## config.mk

```make
export PLATFORM = sky130hd
export DESIGN_NAME = seq_detect_param
export DESIGN_NICKNAME = d
export VERILOG_FILES = /design/src/rtl/seq_detect_pkg.sv /design/src/rtl/seq_detect_param_sat_counter.sv /design/src/rtl/seq_detect_param.sv
export SDC_FILE = /design/constraint.sdc
export NUM_CORES = 1
export LEC_CHECK = 0
export ABC_AREA = 1
export CELL_PAD_IN_SITES_DETAIL_PLACEMENT = 0
export CELL_PAD_IN_SITES_GLOBAL_PLACEMENT = 1
export CORE_MARGIN = 3
export CORE_UTILIZATION = 42
export CTS_BUF_LIST = sky130_fd_sc_hd__clkbuf_16
export DETAILED_ROUTE_END_ITERATION = 12
export DONT_BUFFER_PORTS = 1
export PLACE_DENSITY = 0.82
export SLEW_MARGIN = 20
export SYNTH_ARGS = -nofsm -noshare
export SYNTH_HDL_FRONTEND = slang
export SYNTH_HIERARCHICAL = 1
export SYNTH_SLANG_ARGS = --single-unit
```

## constraint.sdc

```tcl
create_clock -name clk -period 2 [get_ports clk]
set_input_delay 0.4 -clock clk [delete_from_list [all_inputs] [get_ports clk]]
set_output_delay 0.4 -clock clk [all_outputs]
set_load 0.05 [all_outputs]
```

## src/rtl/seq_detect_pkg.sv

```systemverilog
// -----------------------------------------------------------------------------
// seq_detect_pkg
// Shared constants and helpers for the parametrised serial pattern detector.
//   MODE_MEALY / MODE_MOORE : values for the MEALY parameter of seq_detect_param
//   OVL_ON / OVL_OFF        : values for the OVERLAP parameter
//   clog2(value)            : bits needed to encode 0..value-1, sizes 'fill'
// -----------------------------------------------------------------------------
package seq_detect_pkg;

  localparam bit MODE_MEALY = 1'b1;
  localparam bit MODE_MOORE = 1'b0;

  localparam bit OVL_ON  = 1'b1;
  localparam bit OVL_OFF = 1'b0;

  // Smallest width able to hold every value in 0..value-1. A fixed-bound loop
  // keeps this usable as a constant function in port declarations.
  function automatic int clog2(input int value);
    int result;
    result = 0;
    for (int i = 0; i < 31; i++) begin
      if ((1 << i) < value) begin
        result = i + 1;
      end
    end
    return result;
  endfunction

endpackage

```

## src/rtl/seq_detect_param_sat_counter.sv

```systemverilog
// -----------------------------------------------------------------------------
// sat_counter
// W-bit up-counter that stops at all-ones instead of wrapping.
//   clk   : rising-edge clock
//   reset : synchronous, active-low clear
//   inc   : count enable, one increment per cycle while high
//   q     : current count
// -----------------------------------------------------------------------------
module sat_counter #(
  parameter int W = 8
) (
  input  logic         clk,
  input  logic         reset,
  input  logic         inc,
  output logic [W-1:0] q
);

  // Count up on each enabled cycle; once every bit is set the value is held so
  // a long run of matches never appears to restart from zero.
  always_ff @(posedge clk) begin
    if (!reset) begin
      q <= '0;
    end else if (inc && (q != '1)) begin
      q <= q + W'(1);
    end
  end

endmodule

```

## src/rtl/seq_detect_param.sv

```systemverilog
// -----------------------------------------------------------------------------
// seq_detect_param
// Serial bit-pattern detector with a runtime-loadable N-bit pattern, optional
// overlapping matches, Mealy or registered (Moore-style) match output, an input
// valid qualifier and a saturating match counter.
//   clk       : rising-edge clock
//   reset     : synchronous, active-low
//   in_valid  : in_bit is consumed only when high
//   in_bit    : serial data, first-received bit lines up with pattern MSB
//   pat_load  : one-cycle strobe, loads pat_in and flushes the history
//   pat_in    : new pattern (MSB = first bit)
//   out       : one-cycle match pulse
//   match_cnt : saturating count of matches
//   fill      : number of valid history bits (0..N)
// -----------------------------------------------------------------------------
module seq_detect_param
  import seq_detect_pkg::*;
#(
  parameter int           N        = 4,
  parameter logic [N-1:0] PAT_INIT = 4'b1011,
  parameter bit           OVERLAP  = OVL_ON,
  parameter bit           MEALY    = MODE_MEALY,
  parameter int           CNT_W    = 8
) (
  input  logic                     clk,
  input  logic                     reset,
  input  logic                     in_valid,
  input  logic                     in_bit,
  input  logic                     pat_load,
  input  logic [N-1:0]             pat_in,
  output logic                     out,
  output logic [CNT_W-1:0]         match_cnt,
  output logic [clog2(N+1)-1:0]    fill
);

  localparam int FILL_W = clog2(N + 1);

  // Only the newest N-1 history bits matter: together with the incoming bit
  // they form the full N-bit comparison window, so the oldest bit of the
  // window is never stored.
  logic [N-2:0]      r_hist;
  logic [N-1:0]      r_pattern;
  logic [FILL_W-1:0] r_fill;
  logic              r_out;

  logic              w_accept;
  logic [N-1:0]      w_window;
  logic              w_hit;

  // A bit is taken only outside reset and when no pattern load is happening
  // in the same cycle; a load always discards the simultaneous data bit.
  // A hit needs N-1 valid history bits plus the incoming bit to equal the
  // pattern. Gating with reset keeps the Mealy output low during reset.
  always_comb begin
    w_accept = reset & in_valid & ~pat_load;
    w_window = {r_hist, in_bit};
    w_hit    = w_accept
             & (r_fill >= FILL_W'(N - 1))
             & (w_window == r_pattern);
  end

  // History, fill level and pattern register. With overlap disabled a match
  // empties the fill count so the next match must be built from fresh bits;
  // the history still shifts but its contents are meaningless until refilled.
  always_ff @(posedge clk) begin
    if (!reset) begin
      r_hist    <= '0;
      r_fill    <= '0;
      r_pattern <= PAT_INIT;
    end else if (pat_load) begin
      r_hist    <= '0;
      r_fill    <= '0;
      r_pattern <= pat_in;
    end else if (in_valid) begin
      r_hist <= w_window[N-2:0];
      if (w_hit && (OVERLAP == OVL_OFF)) begin
        r_fill <= '0;
      end else if (r_fill != FILL_W'(N)) begin
        r_fill <= r_fill + FILL_W'(1);
      end
    end
  end

  // Registered copy of the hit, giving the one-cycle-late output used when
  // the detector is built in Moore mode.
  always_ff @(posedge clk) begin
    if (!reset) begin
      r_out <= 1'b0;
    end else begin
      r_out <= w_hit;
    end
  end

  // Match counter: one increment per hit, holding at its maximum.
  sat_counter #(
    .W(CNT_W)
  ) u_match_counter (
    .clk  (clk),
    .reset(reset),
    .inc  (w_hit),
    .q    (match_cnt)
  );

  // Select between the combinational and registered match pulse.
  always_comb begin
    out  = (MEALY == MODE_MEALY) ? w_hit : r_out;
    fill = r_fill;
  end

endmodule

```

==> results of run 1 <==
[final timing paths]
path                                   start  slack, ns                    to
worst min-delay path                in_valid       0.24             r_hist[2]
worst min register to register  r_pattern[2]       0.48          r_pattern[2]
worst max-delay path                 fill[0]       0.16                   out
worst max register to register       fill[1]       0.27  u_match_counter/q[4]
[power by group]
| group | leakage [nW] | switching, mW | total (mW) | internal [mW] |
|---|---|---|---|---|
| Sequential | 0.149 | 0.00591 | 0.373 | 0.367 |
| Clock | 0.0385 | 0.139 | 0.405 | 0.266 |
| Combinational | 0.378 | 0.0296 | 0.0468 | 0.0172 |
[cell usage after synthesis, drive strengths merged]
| cell | instances |
|---|---|
| nor2 | 23 |
| nand3 | 12 |
| nand3b | 2 |
| buf | 3 |
| ha | 4 |
| o21ai | 10 |
| a21oi | 13 |
| nand2 | 37 |
| dfxtp | 18 |
| a21o | 1 |
| inv | 24 |
[routing by layer]
| layer | GRT usage (%) | vias up | share of wire, % |
|---|---|---|---|
| met5 | 0 | - | 0 |
| met4 | 7.054 | 0 | 0.93 |
| met3 | 4.905 | 2 | 6.3 |
| met2 | 24.30 | 25 | 43 |
| met1 | 20.53 | 379 | 49 |
| li1 | - | 488 | - |
[registers in the layout, summed over array words and instances, names as in the netlist]
| name | count |
|---|---|
| r_hist | 3 |
| fill | 3 |
| u_match_counter/q | 8 |
| r_pattern | 4 |
[timing repair]
| action | CTS | global route |
|---|---|---|
| buffers inserted | 1 | 0 |
| setup endpoints to repair | 1 | 0 |
| gates resized for setup | 0 | 0 |
[layout make-up]
| cell class | instances | area share [%] |
|---|---|---|
| multi-input cells | 102 | 42.69 |
| flip-flops and latches | 18 | 31.02 |
| repair buffers | 13 | 9.253 |
| inverters | 24 | 7.571 |
| clock buffers | 3 | 6.309 |
| well taps | 27 | 2.839 |
| clock inverters | 1 | 0.3155 |
[stage by stage]
step / hold slack, ns / std cells / util [%]
floorplan: 0.4474 / 147 / -
finish: 0.2367 / 188 / 57.15
global placement: 0.4586 / 183 / 53.00
global route: 0.2343 / 188 / 57.15
detailed placement: 0.4739 / 183 / 53.00
CTS: 0.2333 / 188 / 57.15
[worst reg2reg max path, delay by kind of cell, from the launching register on]
kind	cells	cell delay, ns
fa+ha+maj	2	0.29
compound gates	1	0.07
buf+inv	1	0.20
flops	1	0.35
simple gates	8	0.73
[cell families after synthesis]
logic type	Yosys count
and+or+nand+nor	74
buffers and inverters	27
AOI/OAI and AO/OA	24
DFF	18
adders and majority gates	4
==> flow_summary.json, run 1 <==
{
  "grt_pass1_wl_um": 3415,
  "path_cells": "ha_1, ha_1, nor2_1, o21ai_0, nand3_1, nor2_4, buf_12",
  "hp-class": "in -> reg",
  "cap_violations": 0,
  "finalHoldViolCount": 0,
  "synth_top_family_by_area": "simple AND/OR/NAND/NOR gates",
  "postRouteAntennaNets": 0,
  "cpMaxStageDelayCell": "dfxtp_4",
  "drt_iter0_drc": 17,
  "clock_skew_ns": 0.005831,
  "crit_type": "reg -> out",
  "syn_avg_cell_area_sq_um": 6.716,
  "cts_buffer_depth": 2,
  "final_cell_mix": "35 x nand2_1, 23 x inv_1, 19 x nor2_1, 15 x dfxtp_1, 13 x a21oi_1",
  "cp-end-kind": "output pin",
  "hpwl_um": 1559,
  "cts_tree": "yes",
  "worstSkewPairLatency_ns": 0.25,
  "avgRoutedWirePerCell_um": 10.88,
  "tns_ns": 0,
  "antenna_found_initial": 0,
  "dieHeight_um": 54.48,
  "synth-seq-area-share_pct": 36.50,
  "outcome": "completed",
  "dr.pass1.iters": 4,
  "max_slew_margin_pct": 82.96,
  "diodes": 0,
  "core_area_sq_um": 2082,
  "critical_path.startpoint_type": "flip-flop",
  "cp_num_buf_inv": 1,
  "synth_fa_ha_area_share_pct": 5.070,
  "grt_overflow": 0,
  "syn2layout_area_growth_pct": 20.53,
  "leakage_nw": 0.5653,
  "die_x_um": 54.48,
  "ys_ff_latch": 18,
  "setup_ws_ns": 0.1557,
  "min_delay_path_depth": 1,
  "setup_viol": 0,
  "pin_count": 21,
  "period_minus_slack_ns": 1.844,
  "synth_nets": 160,
  "crit_path_max_fanout": 3,
  "critPathTopFamily": "adder cells",
  "yosysUniqueCellTypes": 19,
  "fin_nets": 175,
  "worstPathRequired_ns": 1.60,
  "layout_commonest_cell": "nand2_1",
  "grt_pass1_vias": 832,
  "dpl-instance-area_sq_um": 1104,
  "htree_levels": 1,
  "routed_wl_um": 2046,
  "powerDensity_nw_per_um2": 693.2,
  "multiInputGateArea_sq_um": 508.0,
  "ys_warn_count": 6,
  "synth_top_area_share_pct": 36.50,
  "synth_area_leader_cell": "dfxtp_1",
  "grtUsageTotal_pct": 15.95,
  "yosys.area_share.simple_pct": 33.21,
  "yosys-top-cells-area": "dfxtp_1 37%, nand2_1 13%, inv_1 8.7%",
  "dieArea_sq_um": 2968,
  "start_util_pct": 47.42,
  "ir_worst_vdd_mv": 0.6148,
  "path_depth": 7,
  "n_fill_cell": 209,
  "maxSlewViolCount": 0,
  "rr_worst_depth": 12,
  "synth_mux_area_share_pct": 0,
  "syn_area_sq_um": 987.2,
  "cpPeakStageDelay_ns": 0.34,
  "io_buffers": 0,
  "hold_buffers": 0,
  "grt_max_degree": 13,
  "cts.sinks": 18,
  "crit_arrival_ns": 1.44,
  "rsz0062_at_grt": "no",
  "cpMostUsedCell": "ha_1",
  "clk_pin_slew_ns": 0.05,
  "min_period_over_period_pct": 92.21,
  "drive_gt1_share_pct": 17.39,
  "avgViaCountPerCell": 4.755,
  "finalPower_mw": 0.8248,
  "regArea_sq_um": 369.1,
  "synth-xor-area-share_pct": 0,
  "via_count": 894,
  "pre_cts_ws_ns": 0.2603,
  "syn_inst": 147,
  "gp_routability_congestion": 0.7933,
  "worst_pin_slew_ns": 0.2553,
  "cts_made_buffers": 3,
  "root_buffer": "clkbuf_16",
  "final_cell_area_sq_um": 1190,
  "timing.fmax_mhz": 542.2,
  "synth_compound_area_share_pct": 12.42,
  "fp-row-count": 16,
  "post-route-drc-count": 0
}
Power figures use the tool's default switching activity.
==> run 2: changes to the inputs <==
--- a/config.mk
+++ b/config.mk
@@ -14,6 +14,7 @@
 export DETAILED_ROUTE_END_ITERATION = 12
 export DONT_BUFFER_PORTS = 1
 export PLACE_DENSITY = 0.82
+export RECOVER_POWER = 50
 export SLEW_MARGIN = 20
 export SYNTH_ARGS = -nofsm -noshare
 export SYNTH_HDL_FRONTEND = slang
==> run 2 against run 1 <==
Fmax down 0.38%. Highest routed layer unchanged. Hold slack about the same. Combinational power down 6.6%. Clock power about the same. Largest cell class unchanged. Utilization down 1.6 points. Non-clock buffer count unchanged. Cell count unchanged. Clock skew about the same. Flip-flop and latch count unchanged. Largest power group unchanged. Sequential share of layout area up 0.55 points. First-iteration DRC count down 5.9%.
==> flow_summary.json, run 2 (synthesis results as in run 1) <==
{
  "drive_gt1_share_pct": 12.42,
  "grt_max_degree": 13,
  "grtUsageTotal_pct": 15.95,
  "ir_worst_vdd_mv": 0.6147,
  "root_buffer": "clkbuf_16",
  "post-route-drc-count": 0,
  "leakage_nw": 0.5429,
  "grt_pass1_wl_um": 3415,
  "drt_iter0_drc": 16,
  "syn2layout_area_growth_pct": 17.24,
  "powerDensity_nw_per_um2": 710.5,
  "htree_levels": 1,
  "timing.fmax_mhz": 540.2,
  "diodes": 0,
  "grt_pass1_vias": 832,
  "worstPathRequired_ns": 1.60,
  "fin_nets": 175,
  "largest_reg_flops": 8,
  "hp-class": "in -> reg",
  "rsz0062_at_grt": "no",
  "setup_viol": 0,
  "layout_commonest_cell": "nand2_1",
  "antenna_found_initial": 0,
  "crit_path_max_fanout": 3,
  "fp-row-count": 16,
  "n_fill_cell": 215,
  "dr.pass1.iters": 4,
  "dieArea_sq_um": 2968,
  "finalPower_mw": 0.8223,
  "clk_pin_slew_ns": 0.05,
  "tns_ns": 0,
  "worst_pin_slew_ns": 0.6685,
  "period_minus_slack_ns": 1.851,
  "crit_type": "reg -> out",
  "core_area_sq_um": 2082,
  "cts_resized": 0,
  "die_x_um": 54.48,
  "gp_routability_congestion": 0.7933,
  "final_cell_mix": "36 x nand2_1, 23 x inv_1, 20 x nor2_1, 16 x dfxtp_1, 13 x a21oi_1",
  "top_register": "u_match_counter/q",
  "postRouteAntennaNets": 0,
  "cts_tree": "yes",
  "cts_buffer_depth": 2,
  "cap_violations": 0,
  "avgRoutedWirePerCell_um": 10.97,
  "start_util_pct": 47.42,
  "routed_wl_um": 2063,
  "outcome": "completed",
  "avgViaCountPerCell": 4.745,
  "worstSkewPairLatency_ns": 0.25,
  "cts_made_buffers": 3,
  "crit_arrival_ns": 1.45,
  "clock_skew_ns": 0.005788,
  "finalHoldViolCount": 0,
  "dieHeight_um": 54.48,
  "min_period_over_period_pct": 92.57,
  "critical_path.startpoint_type": "flip-flop",
  "grt_overflow": 0,
  "io_buffers": 0,
  "maxSlewViolCount": 0,
  "via_count": 892,
  "hold_buffers": 0,
  "cp-end-kind": "output pin",
  "hpwl_um": 1559,
  "largest_registers": "u_match_counter/q x8, r_pattern x4",
  "cts.sinks": 18,
  "pin_count": 21,
  "max_slew_margin_pct": 55.43
}
-- run 2: power by group --
part	internal, mW	total, mW	leakage, nW	switching, mW
sequential	0.368	0.374	0.148	0.00589
combinational	0.0146	0.0437	0.356	0.0291
clock	0.266	0.405	0.0385	0.139
total	0.648	0.822	0.543	0.174
-- run 2: worst paths after layout --
kind	slack (ns)	endpoint	start	depth (start not counted)
min reg2reg	0.48	r_pattern[2]	r_pattern[2]	2
max reg2reg	0.25	u_match_counter/q[7]	fill[0]	12
min	0.24	r_hist[2]	in_valid	1
max	0.15	out	fill[0]	7
-- run 2: stage by stage --
step	cell area [sq um]	std cells	hold WS, ns	worst slack, ns	utilization, %
3_5_place_dp	1104	183	0.4739	0.2603	53.00
3_3_place_gp	1104	183	0.4586	0.3052	53.00
6_report	1157	188	0.2371	0.1487	55.59
4_1_cts	1190	188	0.2333	0.1501	57.15
5_1_grt	1157	188	0.2350	0.02647	55.59
2_1_floorplan	1003	147	0.4474	0.005384	-
-- run 2: layout make-up --
type / count / area [sq um] / area share (%)
clock inverter: 1 / 3.754 / 0.3243
timing repair buffer: 13 / 91.34 / 7.892
tap: 27 / 33.78 / 2.919
inverter: 24 / 90.09 / 7.784
sequential: 18 / 365.4 / 31.57
multi-input combinational: 102 / 498.0 / 43.03
clock buffer: 3 / 75.07 / 6.486
-- run 2: what timing repair did --
item / CTS / global route
setup endpoints to repair: 1 / 0
endpoints found under the hold margin: 0 / 0
buffers inserted: 1 / 0
-- run 2: metal layers --
metal	vias up	GRT usage, %	share of wire (%)
met2	26	24.30	43
met3	2	4.905	6.3
met4	0	7.054	0.92
li1	486	-	-
met1	378	20.53	50
met5	-	0	0
-- run 2: critical path, cell delays in order (launching register included) --
cell	delay, ns
dfxtp_1	0.34
ha_1	0.16
ha_1	0.14
nor2_1	0.04
o21ai_0	0.07
nand3_1	0.14
nor2_4	0.17
buf_12	0.15
